### src/rtl/number_reader.sv
// rtl/number_reader.sv - keypad number store reader: streams packed-BCD digits MSD first
//
// Purpose:
//   Captures a packed-BCD number and its digit count when start is seen in IDLE.
//   Emits the digits one per valid/ready handshake, most-significant digit first,
//   as raw BCD and as ASCII.
//
// Optional feature macro: LEADING_ZERO_SUPPRESS_EN
//   When defined, the LOAD state drops leading zero digits, one per cycle, while
//   more than one digit remains. At least one digit is always emitted.
//   When undefined, every digit of the effective count is emitted.
//
// Ports:
//   clk        in   system clock, rising edge
//   rst_n      in   asynchronous active-low reset
//   start      in   capture-and-stream request, sampled in IDLE only
//   abort      in   synchronous cancel, honoured in LOAD/SEND
//   numberIn   in   packed BCD, digit 0 in bits [3:0]
//   countIn    in   number of valid digits (0 is treated as 1, clipped to NUM_DIGITS)
//   digitReady in   consumer accepts the current digit
//   digitOut   out  current BCD digit (holds its last value while not valid)
//   asciiOut   out  8'h30 + digitOut
//   digitValid out  digitOut/asciiOut/lastDigit are valid
//   lastDigit  out  current digit is the final one of the stream
//   busy       out  stream in progress (LOAD/SEND)
//   done       out  one-cycle pulse after the last digit is accepted

module number_reader #(
  parameter int NUM_DIGITS = 10,
  parameter int CNT_W      = 4
) (
  input  logic                    clk,
  input  logic                    rst_n,
  input  logic                    start,
  input  logic                    abort,
  input  logic [4*NUM_DIGITS-1:0] numberIn,
  input  logic [CNT_W-1:0]        countIn,
  input  logic                    digitReady,
  output logic [3:0]              digitOut,
  output logic [7:0]              asciiOut,
  output logic                    digitValid,
  output logic                    lastDigit,
  output logic                    busy,
  output logic                    done
);

  localparam int DW = 4 * NUM_DIGITS;

  typedef enum logic [1:0] {
    S_IDLE,
    S_LOAD,
    S_SEND,
    S_DONE
  } state_t;

  state_t           state_q, state_d;
  logic [DW-1:0]    shift_q, shift_d;
  logic [CNT_W-1:0] remaining_q, remaining_d;
  logic [3:0]       digit_q, digit_d;

  logic [CNT_W-1:0] eff;
  logic [DW-1:0]    aligned;
  logic [3:0]       top_digit;

  // Effective digit count: an empty number still produces one digit, and
  // counts beyond the store width are clipped.
  always_comb begin
    eff = countIn;
    if (countIn == '0) begin
      eff = CNT_W'(1);
    end else if (countIn > CNT_W'(NUM_DIGITS)) begin
      eff = CNT_W'(NUM_DIGITS);
    end
  end

  // Left-align at capture time so the most-significant valid digit sits in the
  // top nibble; this saves a separate capture register and LOAD then only
  // needs to settle (or, with suppression, skip zeros).
  assign aligned   = numberIn << (4 * (NUM_DIGITS - int'(eff)));
  assign top_digit = shift_q[DW-1 -: 4];

  always_comb begin
    state_d     = state_q;
    shift_d     = shift_q;
    remaining_d = remaining_q;
    digit_d     = digit_q;

    case (state_q)
      S_IDLE: begin
        if (start) begin
          shift_d     = aligned;
          remaining_d = eff;
          state_d     = S_LOAD;
        end
      end

      S_LOAD: begin
        if (abort) begin
          state_d = S_IDLE;
        end else begin
`ifdef LEADING_ZERO_SUPPRESS_EN
          if ((top_digit == 4'h0) && (remaining_q > CNT_W'(1))) begin
            shift_d     = shift_q << 4;
            remaining_d = remaining_q - CNT_W'(1);
          end else begin
            state_d = S_SEND;
          end
`else
          state_d = S_SEND;
`endif
        end
      end

      S_SEND: begin
        // Remember what is on the bus so it stays visible after the stream ends.
        digit_d = top_digit;
        if (abort) begin
          state_d = S_IDLE;
        end else if (digitReady) begin
          if (remaining_q == CNT_W'(1)) begin
            state_d = S_DONE;
          end else begin
            shift_d     = shift_q << 4;
            remaining_d = remaining_q - CNT_W'(1);
          end
        end
      end

      S_DONE: begin
        state_d = S_IDLE;
      end

      default: begin
        state_d = S_IDLE;
      end
    endcase
  end

  always_ff @(posedge clk or negedge rst_n) begin
    if (!rst_n) begin
      state_q     <= S_IDLE;
      shift_q     <= '0;
      remaining_q <= '0;
      digit_q     <= 4'h0;
    end else begin
      state_q     <= state_d;
      shift_q     <= shift_d;
      remaining_q <= remaining_d;
      digit_q     <= digit_d;
    end
  end

  // Outside SEND the shift register may already hold the next number, so the
  // bus shows the held copy instead.
  assign digitValid = (state_q == S_SEND);
  assign digitOut   = digitValid ? top_digit : digit_q;
  assign asciiOut   = 8'h30 + {4'h0, digitOut};
  assign lastDigit  = digitValid && (remaining_q == CNT_W'(1));
  assign busy       = (state_q == S_LOAD) || (state_q == S_SEND);
  assign done       = (state_q == S_DONE);

endmodule

### config.mk
export PLATFORM = sky130hd
export DESIGN_NAME = number_reader
export DESIGN_NICKNAME = d
export VERILOG_FILES = /design/src/rtl/number_reader.sv
export SDC_FILE = /design/constraint.sdc
export NUM_CORES = 1
export LEC_CHECK = 0
export BUFFER_PORTS_ARGS = -buffer_cell sky130_fd_sc_hd__clkbuf_2
export CORE_MARGIN = 3
export CORE_UTILIZATION = 60
export CTS_CLUSTER_SIZE = 8
export DETAILED_ROUTE_END_ITERATION = 10
export PLACE_DENSITY = 0.88
export SLEW_MARGIN = 15
export SYNTH_ARGS = -nofsm -noshare
export SYNTH_HDL_FRONTEND = slang
export SYNTH_SLANG_ARGS = --single-unit
### constraint.sdc
create_clock -name clk -period 3.5 [get_ports clk]
set_input_delay 0.7 -clock clk [delete_from_list [all_inputs] [get_ports clk]]
set_output_delay 0.7 -clock clk [all_outputs]
set_load 0.005 [all_outputs]
==> results.tsv, run 1 <==
metric	value	unit
Synth cell types	57	
Min-Delay Path Class	reg -> reg	
f_max	353.2	MHz
ys flop type	dfrtp_1	
crit path kind	in -> reg	
Synth Area per Inst	8.340	um2
H-tree Lvls	2	
largest net degree at the start of global routing	45	
Comb pwr share	0.515	
Placed Area	4183	um2
worst-path maximum fanout	30	
total gr overflow	0	
NetSw	1.268	mW
sequential area share after synthesis	0.3233	
clock power share	0.142	
WHS	0.4898	ns
crit-path cells	clkbuf_2, nor2b_1, a21oi_4, inv_4, ha_1, buf_4, nand2_1, o311ai_0, o21ai_0, a31oi_1	
Die Wd	86.31	um
Antenna diodes	0	
synthesized instance count	464	
core region area	6096	um2
Worst setup EP type	flop	
Slew Limit Fails	0	
global-route usage over all layers	0.2996	
# Max-Cap Violations	0	
pwr/cell area	682.2	nW/um2
Fin Clk Skew	0.01097	ns
post-CTS resize count	0	
min cycle time layout	2.831	ns
leading area contributor after synthesis	dfrtp_1	
share of total power in sequential cells	0.343	
Vias per Instance	6.603	
CP Launch Type	primary input	
synthesized area	3870	um2
fill count	505	
setup TNS	0	ns
DRT Pass-1 Iters	5	
post-route cell area	4295	um2
Post-synth EDFFs	0	
Final Wtd Congestion	0.9791	
max_slew headroom	0.3948	
clk sinks	50	
Final setup violation count	0	
Longest Clk Path Bufs	2	
CTS root buf	clkbuf_8	
Worst Path Arrival	3.06	ns
final wirelength	10950	um
Iter 0 DRT Violations	357	
#FFs+latches synth	50	
CTS buffer count	5	
hold_buf cts	0	
final hold viol count	0	
share of synthesized registers carrying an async set or reset	1.000	
CP max stage cell	nand2_1	
initial antenna violation count	0	
Die Area	7449	um2
Yosys top cell area share	0.3233	
CP max stage delay	0.43	ns
sw frac	0.4327	
io pins	65	
Initial Util	0.6349	
Setup Buffers After CTS	0	
final critical-path share of the clock period	0.8090	
fin nets	565	
yosys warns	0	
Area Overhead vs Synth	10.99	%
CTS tree	built	
remaining routing DRC violations	0	
worst skew pair latency	0.31	ns
Worst Tran Pin Value	0.9077	ns
Power Internal	1.662	mW
status	complete, no violations	
unrepaired setup endpoints after global routing	no	
global-route wire length before repair	17620	um
synth top area cells	dfrtp_1 32%, mux2i_1 14%, a21oi_1 4.9%, nand2_1 4.8%, o21ai_0 4.8%	
VDD IR-drop max	0.5771	mV
wire per inst	18.75	um
overall power	2.930	mW
ANT nets after route	0	
leakage power	1.974	nW
Worst Path Required	3.73	ns
chip height	86.31	um
Rows	28	
vias in the first global route	3642	
Via Count	3856	
Clk pin slew, worst setup/hold paths	0.10	ns
share of cells above drive strength 1	0.1965	
port bufs	60	
post-DP HPWL	8310	um
## sequential cells by signal, indices dropped and copies added, names as in the netlist
register	flops
state_q	2
digit_q	4
shift_q	40
remaining_q	4
## synthesized netlist by cell type (all sizes together), types with 2 or more instances
cell and instances:
a211o 2, a211oi 5, a21oi 39, a221o 3, a221oi 2, a22o 6
a22oi 15, a31oi 4, and2 4, and3 2, buf 23, clkbuf 18
conb 2, dfrtp 50, ha 8, inv 8, mux2 6, mux2i 56
nand2 50, nand2b 8, nand3 6, nor2 43, nor2b 4, nor3 14
o211ai 4, o21ai 38, o22ai 22, o311ai 3, or2 2, xnor2 2
## per-stage QoR
| step | utilization | cells | setup WS (ns) |
|---|---|---|---|
| after global placement | 0.6862 | 576 | 0.5065 |
| final | 0.7046 | 584 | 0.6687 |
| after CTS | 0.7046 | 584 | 0.7318 |
| after floorplan | - | 466 | 0.1371 |
| after global routing | 0.7046 | 584 | 0.5138 |
| after detailed placement | 0.6862 | 576 | 0.4208 |
## routing by layer
| metal | vias up | track usage | wire [um] |
|---|---|---|---|
| met4 | 0 | 0.1246 | 471 |
| li1 | 1773 | - | - |
| met1 | 1839 | 0.3786 | 4282 |
| met2 | 205 | 0.5165 | 5401 |
| met5 | - | 0 | 0 |
| met3 | 39 | 0.04087 | 796 |
## worst max-delay path, delay by kind of cell
family          cells  cell delay (ns)
simple gates        2             0.55
buf+inv             3             0.65
compound gates      4             0.89
fa+ha+maj           1             0.26
## area by class of cell
type / instances / area [um2] / share of cell area
inverters: 8 / 32.53 / 0.007574
well taps: 75 / 93.84 / 0.02185
repair buffers: 76 / 420.4 / 0.09787
multi-input cells: 367 / 2385 / 0.5552
flip-flops and latches: 50 / 1251 / 0.2913
clock inverters: 3 / 43.79 / 0.01020
clock buffers: 5 / 68.82 / 0.01602
## layout by cell type (no fill, tap or decap), types with 6 or more instances in the layout
cell and count:
nand2b_1 7, mux2_2 6, nand3_1 6, clkbuf_2 60, a22o_1 6, a21oi_1 38, o21ai_0 37, o22ai_1 22
buf_4 16, dfrtp_1 50, mux2i_1 56, nand2_1 50, nor3_1 13, nor2_1 42, inv_1 7, ha_1 7
a22oi_1 15
## power groups by stage
stage	Clock, mW	Sequential, mW	Combinational, mW
6_report	0.417	1.00	1.51
4_1_cts	0.419	1.00	1.50
3_5_place_dp	0	1.01	1.49
3_3_place_gp	0	0.998	1.45
2_1_floorplan	0	0.959	1.13
5_1_grt	0.445	1.03	1.68
## cell families (layout without fill, tap and decap cells)
logic type / after synthesis / after routing / synth area share
AO/OA/AOI/OAI: 151 / 151 / 0.2473
XOR/XNOR: 3 / 3 / 0.006791
adder cells (fa/ha/maj): 8 / 8 / 0.02587
buffers and inverters: 49 / 92 / 0.06305
flip-flops: 50 / 50 / 0.3233
multiplexers: 63 / 63 / 0.1681
other: 2 / 4 / 0.001941
AND/OR/NAND/NOR: 138 / 138 / 0.1636
## final timing paths
| path | startpoint | to | slack, ns | depth (start not counted) |
|---|---|---|---|---|
| worst min register to register | shift_q[11] | shift_q[11] | 0.49 | 2 |
| max in group asynchronous | rst_n | state_q[0] | 2.21 | 2 |
| worst min-delay path | shift_q[11] | shift_q[11] | 0.49 | 2 |
| min in group asynchronous | rst_n | remaining_q[0] | 0.50 | 1 |
| worst max register to register | state_q[0] | shift_q[27] | 0.78 | 7 |
| worst max-delay path | countIn[3] | shift_q[36] | 0.67 | 10 |
No activity file was read; power rests on OpenSTA's default activity.
==> run 2, diff against run 1 <==
CORE_UTILIZATION = 52   (was 60)
PLACE_DENSITY = 0.82   (was 0.88)
clock period = 2.3 ns   (was 3.5 ns; I/O delays follow)
==> run 2 against run 1 <==
First-iteration DRC count down 12%. Largest cell class unchanged. Count of clock-buffer cells in the layout did not move. Flip-flop and latch count unchanged. Sequential power rose by 54%. Clock skew decreased by 0.0042 ns. Critical path depth decreased by 5.
==> results.tsv, run 2 (synthesis gave the netlist of run 1 again) <==
metric	value	unit	change
setup TNS	0	ns	unchanged
leakage power	2.292	nW	was 1.974 nW
Antenna diodes	0		unchanged
initial antenna violation count	0		unchanged
Placed Area	4706	um2	was 4183 um2
VDD IR-drop max	0.5554	mV	was 0.5771 mV
final hold viol count	0		unchanged
final wirelength	12740	um	was 10950 um
port bufs	60		unchanged
WHS	0.1840	ns	was 0.4898 ns
Final setup violation count	0		unchanged
final critical-path share of the clock period	0.9479		
Reg area	1251	um2	unchanged
Vias per Instance	6.226		was 6.603
worst skew pair latency	0.31	ns	about the same
total gr overflow	0		unchanged
Fin Clk Skew	0.006776	ns	was 0.01097 ns
ANT nets after route	0		unchanged
global-route usage over all layers	0.3032		was 0.2996
Place WS	-0.2455	ns	was 0.4208 ns
Slew Limit Fails	0		unchanged
global-route wire length before repair	20440	um	was 17620 um
# Max-Cap Violations	0		unchanged
post-route cell area	4933	um2	was 4295 um2
CTS root buf	clkbuf_8		unchanged
io pins	65		unchanged
Worst Tran Pin Value	0.7140	ns	was 0.9077 ns
largest reg by FF count	shift_q		unchanged
Rows	30		was 28
Worst Path Arrival	1.72	ns	was 3.06 ns
pwr/cell area	1016	nW/um2	was 682.2 nW/um2
Final Wtd Congestion	0.9752		was 0.9791
most frequent cells in the layout	65 x buf_4, 60 x clkbuf_2, 55 x mux2i_1, 50 x dfrtp_1, 48 x nand2_1		was 60 x clkbuf_2, 56 x mux2i_1, 50 x nand2_1, 50 x dfrtp_1, 42 x nor2_1
Longest Clk Path Bufs	2		unchanged
Via Count	4109		was 3856
fill count	579		was 505
post-DP HPWL	9580	um	was 8310 um
chip height	92.27	um	was 86.31 um
Die Wd	92.27	um	was 86.31 um
clk sinks	50		unchanged
f_max	458.7	MHz	
CP Launch Type	flop		was primary input
remaining routing DRC violations	0		unchanged
Worst Path Required	1.84	ns	was 3.73 ns
vias in the first global route	4208		was 3642
max reg flops	40		unchanged
Min-Delay Path Class	in -> async		was reg -> reg
Area Overhead vs Synth	27.48	%	was 10.99%
biggest registers after layout	shift_q x40, digit_q x4, remaining_q x4		unchanged
share of cells above drive strength 1	0.3032		was 0.1965
hold_buf cts	0		unchanged
Initial Util	0.5513		was 0.6349
Iter 0 DRT Violations	314		was 357
Die Area	8514	um2	was 7449 um2
fin nets	620		was 565
CTS tree	built		unchanged
crit path kind	reg -> out		was in -> reg
core region area	7019	um2	was 6096 um2
status	complete, no violations		unchanged
DRT Pass-1 Iters	5		unchanged
wire per inst	19.30	um	was 18.75 um
max_slew headroom	0.5240		was 0.3948
final worst slack	0.1199	ns	was 0.6687 ns
reg-to-reg setup timing slack	0.21	ns	was 0.78 ns
largest net degree at the start of global routing	54		was 45
Clk pin slew, worst setup/hold paths	0.10	ns	about the same
commonest non-fill, non-tap cell in the layout	buf_4		was clkbuf_2
min cycle time layout	2.180	ns	
Worst setup EP type	primary output		was flop
CTS buffer count	5		unchanged
area of the multi-input gates	2507	um2	was 2385 um2
worst-path maximum fanout	6		was 30
H-tree Lvls	2		unchanged
-- run 2: cell types whose count changed in the layout (fill, tap and decap cells not counted), moves of 2 or more --
cell / delta
o21ai_1: +9
buf_6: +2
nand2_2: +2
nor2_1: -2
nand2_1: -2
buf_12: +3
o21ai_0: -9
buf_4: +49
-- run 2: final timing paths --
kind / start / cells after the start / end
hold / removal: rst_n / 1 / shift_q[23]
max in group asynchronous: rst_n / 2 / shift_q[31]
setup reg to reg: state_q[0] / 8 / shift_q[37]
min in group clk: numberIn[2] / 2 / shift_q[2]
hold reg to reg: shift_q[10] / 2 / shift_q[10]
setup / recovery: state_q[0] / 5 / asciiOut[3]
-- run 2: stage by stage --
| step | power, mW | cells | util |
|---|---|---|---|
| detailed placement | 4.170 | 645 | 0.6704 |
| global route | 5.368 | 660 | 0.7029 |
| finish | 5.013 | 660 | 0.7029 |
| CTS | 4.922 | 653 | 0.6900 |
| floorplan | 3.284 | 466 | - |
| global placement | 4.072 | 645 | 0.6704 |
-- run 2: final cells by class --
cell class,instances,area share
Clock buffer,5,0.01395
Tap cell,96,0.02435
Inverter,8,0.006594
Multi-Input combinational cell,367,0.5082
Clock inverter,3,0.01395
Timing Repair Buffer,131,0.1793
Sequential cell,50,0.2536
-- run 2: routing by layer --
| metal | part of all wire | global-route usage | up-vias |
|---|---|---|---|
| met1 | 0.39 | 0.3578 | 1937 |
| met5 | 0 | 0 | - |
| li1 | - | - | 1894 |
| met3 | 0.068 | 0.04676 | 41 |
| met4 | 0.039 | 0.1287 | 0 |
| met2 | 0.50 | 0.5438 | 237 |
-- run 2: power breakdown --
group / switching (mW) / internal (mW) / leakage (nW) / total, mW
registers: 0.258 / 1.29 / 0.618 / 1.54
clock network: 0.312 / 0.436 / 0.0683 / 0.748
logic: 1.54 / 1.18 / 1.61 / 2.72
-- run 2: repair_timing --
item,in CTS,in global routing
setup endpoints to repair,0,10
gates resized for setup,0,6
buffers inserted,0,7
-- run 2: critical path, stage by stage, from the launching register on --
cell and delay, ns:
dfrtp_1 0.42, inv_1 0.12, ha_2 0.24, buf_4 0.16, mux2_2 0.36, clkbuf_2 0.12
==> run 3, diff against run 2 <==
CELL_PAD_IN_SITES_DETAIL_PLACEMENT = 1   (was unset)
CELL_PAD_IN_SITES_GLOBAL_PLACEMENT = 2   (was unset)
CORE_UTILIZATION = 31   (was 52)
clock period = 2 ns   (was 2.3 ns; I/O delays follow)
==> run 3 against run 2 <==
The run now ends with setup timing left. First-iteration DRC count down 37%. Cell count up 17%. Largest cell class unchanged. Clock power up 20%. Flip-flop and latch count unchanged. Worst setup slack worse by 0.27 ns. Critical path depth up 8. Clock skew up 0.0028 ns. Die area up 63%.
==> results.tsv, run 3 (synthesis gave the netlist of run 1 again) <==
metric	value	unit	change
Worst Path Arrival	2.34	ns	was 1.72 ns
Worst Path Required	2.19	ns	was 1.84 ns
share of cells above drive strength 1	0.4496		was 0.3032
CTS root buf	clkbuf_16		was clkbuf_8
final worst slack	-0.1472	ns	was 0.1199 ns
unrepaired setup endpoints after global routing	yes		
Min-Delay Path Class	in -> async		unchanged
Die Wd	117.7	um	was 92.27 um
global-route usage over all layers	0.2165		was 0.3032
largest reg by FF count	shift_q		unchanged
Iter 0 DRT Violations	198		was 314
crit-path cells	buf_6, nand2b_4, a21oi_4, inv_4, ha_4, buf_8, buf_6, mux2i_2, nor2_1, mux2i_1, o22ai_1, nor3_2, nor3_2		was inv_1, ha_2, buf_4, mux2_2, clkbuf_2
reg-to-reg setup timing slack	-0.06	ns	was 0.21 ns
CTS tree	built		unchanged
io pins	65		unchanged
core region area	12110	um2	was 7019 um2
met2 wire len	8629	um	was 6416 um
max reg flops	40		unchanged
biggest registers after layout	shift_q x40, digit_q x4, remaining_q x4		unchanged
Rows	40		was 30
largest net degree at the start of global routing	51		was 54
status	complete, but fails checks		was complete, no violations
Highest Signal Layer	met4		unchanged
DRT Pass-1 Iters	5		unchanged
Antenna diodes	0		unchanged
worst skew pair latency	0.30	ns	was 0.31 ns
CP Launch Type	primary input		was flop
chip height	117.7	um	was 92.27 um
remaining routing DRC violations	0		unchanged
hold_buf cts	0		unchanged
crit path kind	in -> reg		was reg -> out
# Max-Cap Violations	0		unchanged
clk sinks	50		unchanged
initial antenna violation count	0		unchanged
CP max stage cell	ha_4		was dfrtp_1
Via Count	4356		was 4109
Worst setup EP type	flop		was primary output
met3 WL	824	um	was 871 um
Slew Limit Fails	0		unchanged
Area Overhead vs Synth	51.05	%	was 27.48%
ANT nets after route	0		unchanged
post-route cell area	5846	um2	was 4933 um2
post-DP HPWL	11580	um	was 9580 um
CTS buffer count	5		unchanged
total gr overflow	0		unchanged
Longest Clk Path Bufs	2		unchanged
H-tree Lvls	2		unchanged
final hold viol count	0		unchanged
CP max stage delay	0.33	ns	was 0.42 ns
vias in the first global route	4404		was 4208
global-route wire length before repair	24010	um	was 20440 um
pwr/cell area	1155	nW/um2	was 1016 nW/um2
post-layout util	0.4826		was 0.7029
Initial Util	0.3195		was 0.5513
final critical-path share of the clock period	1.074		
leakage power	2.591	nW	was 2.292 nW
f_max	465.7	MHz	
Reg2Reg Launch Point	state_q[1]		was state_q[0]
Placed Area	4956	um2	was 4706 um2
Fin Clk Skew	0.009624	ns	was 0.006776 ns
fin nets	661		was 620
R2R cell count	9		was 8
most frequent cells in the layout	90 x buf_4, 57 x clkbuf_2, 50 x dfrtp_1, 48 x nand2_1, 43 x mux2i_1		was 65 x buf_4, 60 x clkbuf_2, 55 x mux2i_1, 50 x dfrtp_1, 48 x nand2_1
Final Wtd Congestion	0.9130		was 0.9752
met1 wire length	6658	um	was 4955 um
Die Area	13860	um2	was 8514 um2
wire per inst	21.58	um	was 19.30 um
Final setup violation count	24		was 0
failing checks	setup timing		
Vias per Instance	5.635		was 6.226
RR Endpoint	shift_q[39]		was shift_q[37]
final wirelength	16680	um	was 12740 um
min cycle time layout	2.147	ns	
commonest non-fill, non-tap cell in the layout	buf_4		unchanged
VDD IR-drop max	0.5275	mV	was 0.5554 mV
worst-path maximum fanout	4		was 6
Clk pin slew, worst setup/hold paths	0.08	ns	was 0.10 ns
port bufs	60		unchanged
run 3: area by class of cell:
cell class	count	area [um2]
clock inverter	3	25.02
multi-input combinational	368	2893
clock buffer	5	125.1
sequential	50	1251
fill	1431	6266
inverter	8	32.53
timing repair buffer	171	1309
tap	168	210.2
run 3: what timing repair did:
action,4_1_cts,5_1_grt
setup endpoints to repair,49,47
gates cloned,0,2
setup buffers,12,14
hold endpoints to repair,0,0
resized for setup,37,87
pin swaps,8,52
run 3: how the worst max path moves through the flow:
stage | startpoint | endpoint | slack [ns] | cells past startpoint
6_report | countIn[0] | shift_q[32] | -0.15 | 13
3_3_place_gp | countIn[3] | shift_q[30] | -0.52 | 10
4_1_cts | countIn[0] | shift_q[17] | -0.07 | 11
3_5_place_dp | countIn[3] | shift_q[30] | -0.62 | 10
5_1_grt | countIn[0] | shift_q[22] | -0.22 | 13
2_1_floorplan | countIn[0] | shift_q[0] | -0.63 | 12
run 3: power breakdown:
| part | total, mW | leakage (nW) | switching [mW] | internal [mW] |
|---|---|---|---|---|
| logic | 4.06 | 1.90 | 2.19 | 1.87 |
| clock network | 0.896 | 0.0704 | 0.425 | 0.472 |
| registers | 1.79 | 0.618 | 0.313 | 1.48 |
run 3: per-stage QoR:
| step | total power [mW] | instances | hold WS (ns) | setup slack [ns] | setup TNS [ns] |
|---|---|---|---|---|---|
| floorplan | 3.809 | 466 | 0.1044 | -0.6308 | -21.20 |
| finish | 6.750 | 773 | 0.09730 | -0.1472 | -1.240 |
| detailed placement | 5.087 | 740 | 0.4254 | -0.6161 | -14.43 |
| CTS | 6.280 | 760 | 0.1100 | -0.07256 | -0.2559 |
| global placement | 4.924 | 740 | 0.4189 | -0.5168 | -11.03 |
| global route | 7.205 | 773 | 0.1215 | -0.2246 | -3.951 |
run 3: routing by layer:
metal	GRT usage	vias to the layer above
met5	0	-
li1	-	1972
met2	0.3931	162
met4	0.05641	0
met1	0.2697	2175
met3	0.02883	47
run 3: critical path, delay by kind of cell:
kind / cells / cell delay [ns]
buf+inv: 4 / 0.40
simple gates: 4 / 0.49
mux: 2 / 0.43
fa+ha+maj: 1 / 0.33
compound gates: 2 / 0.27
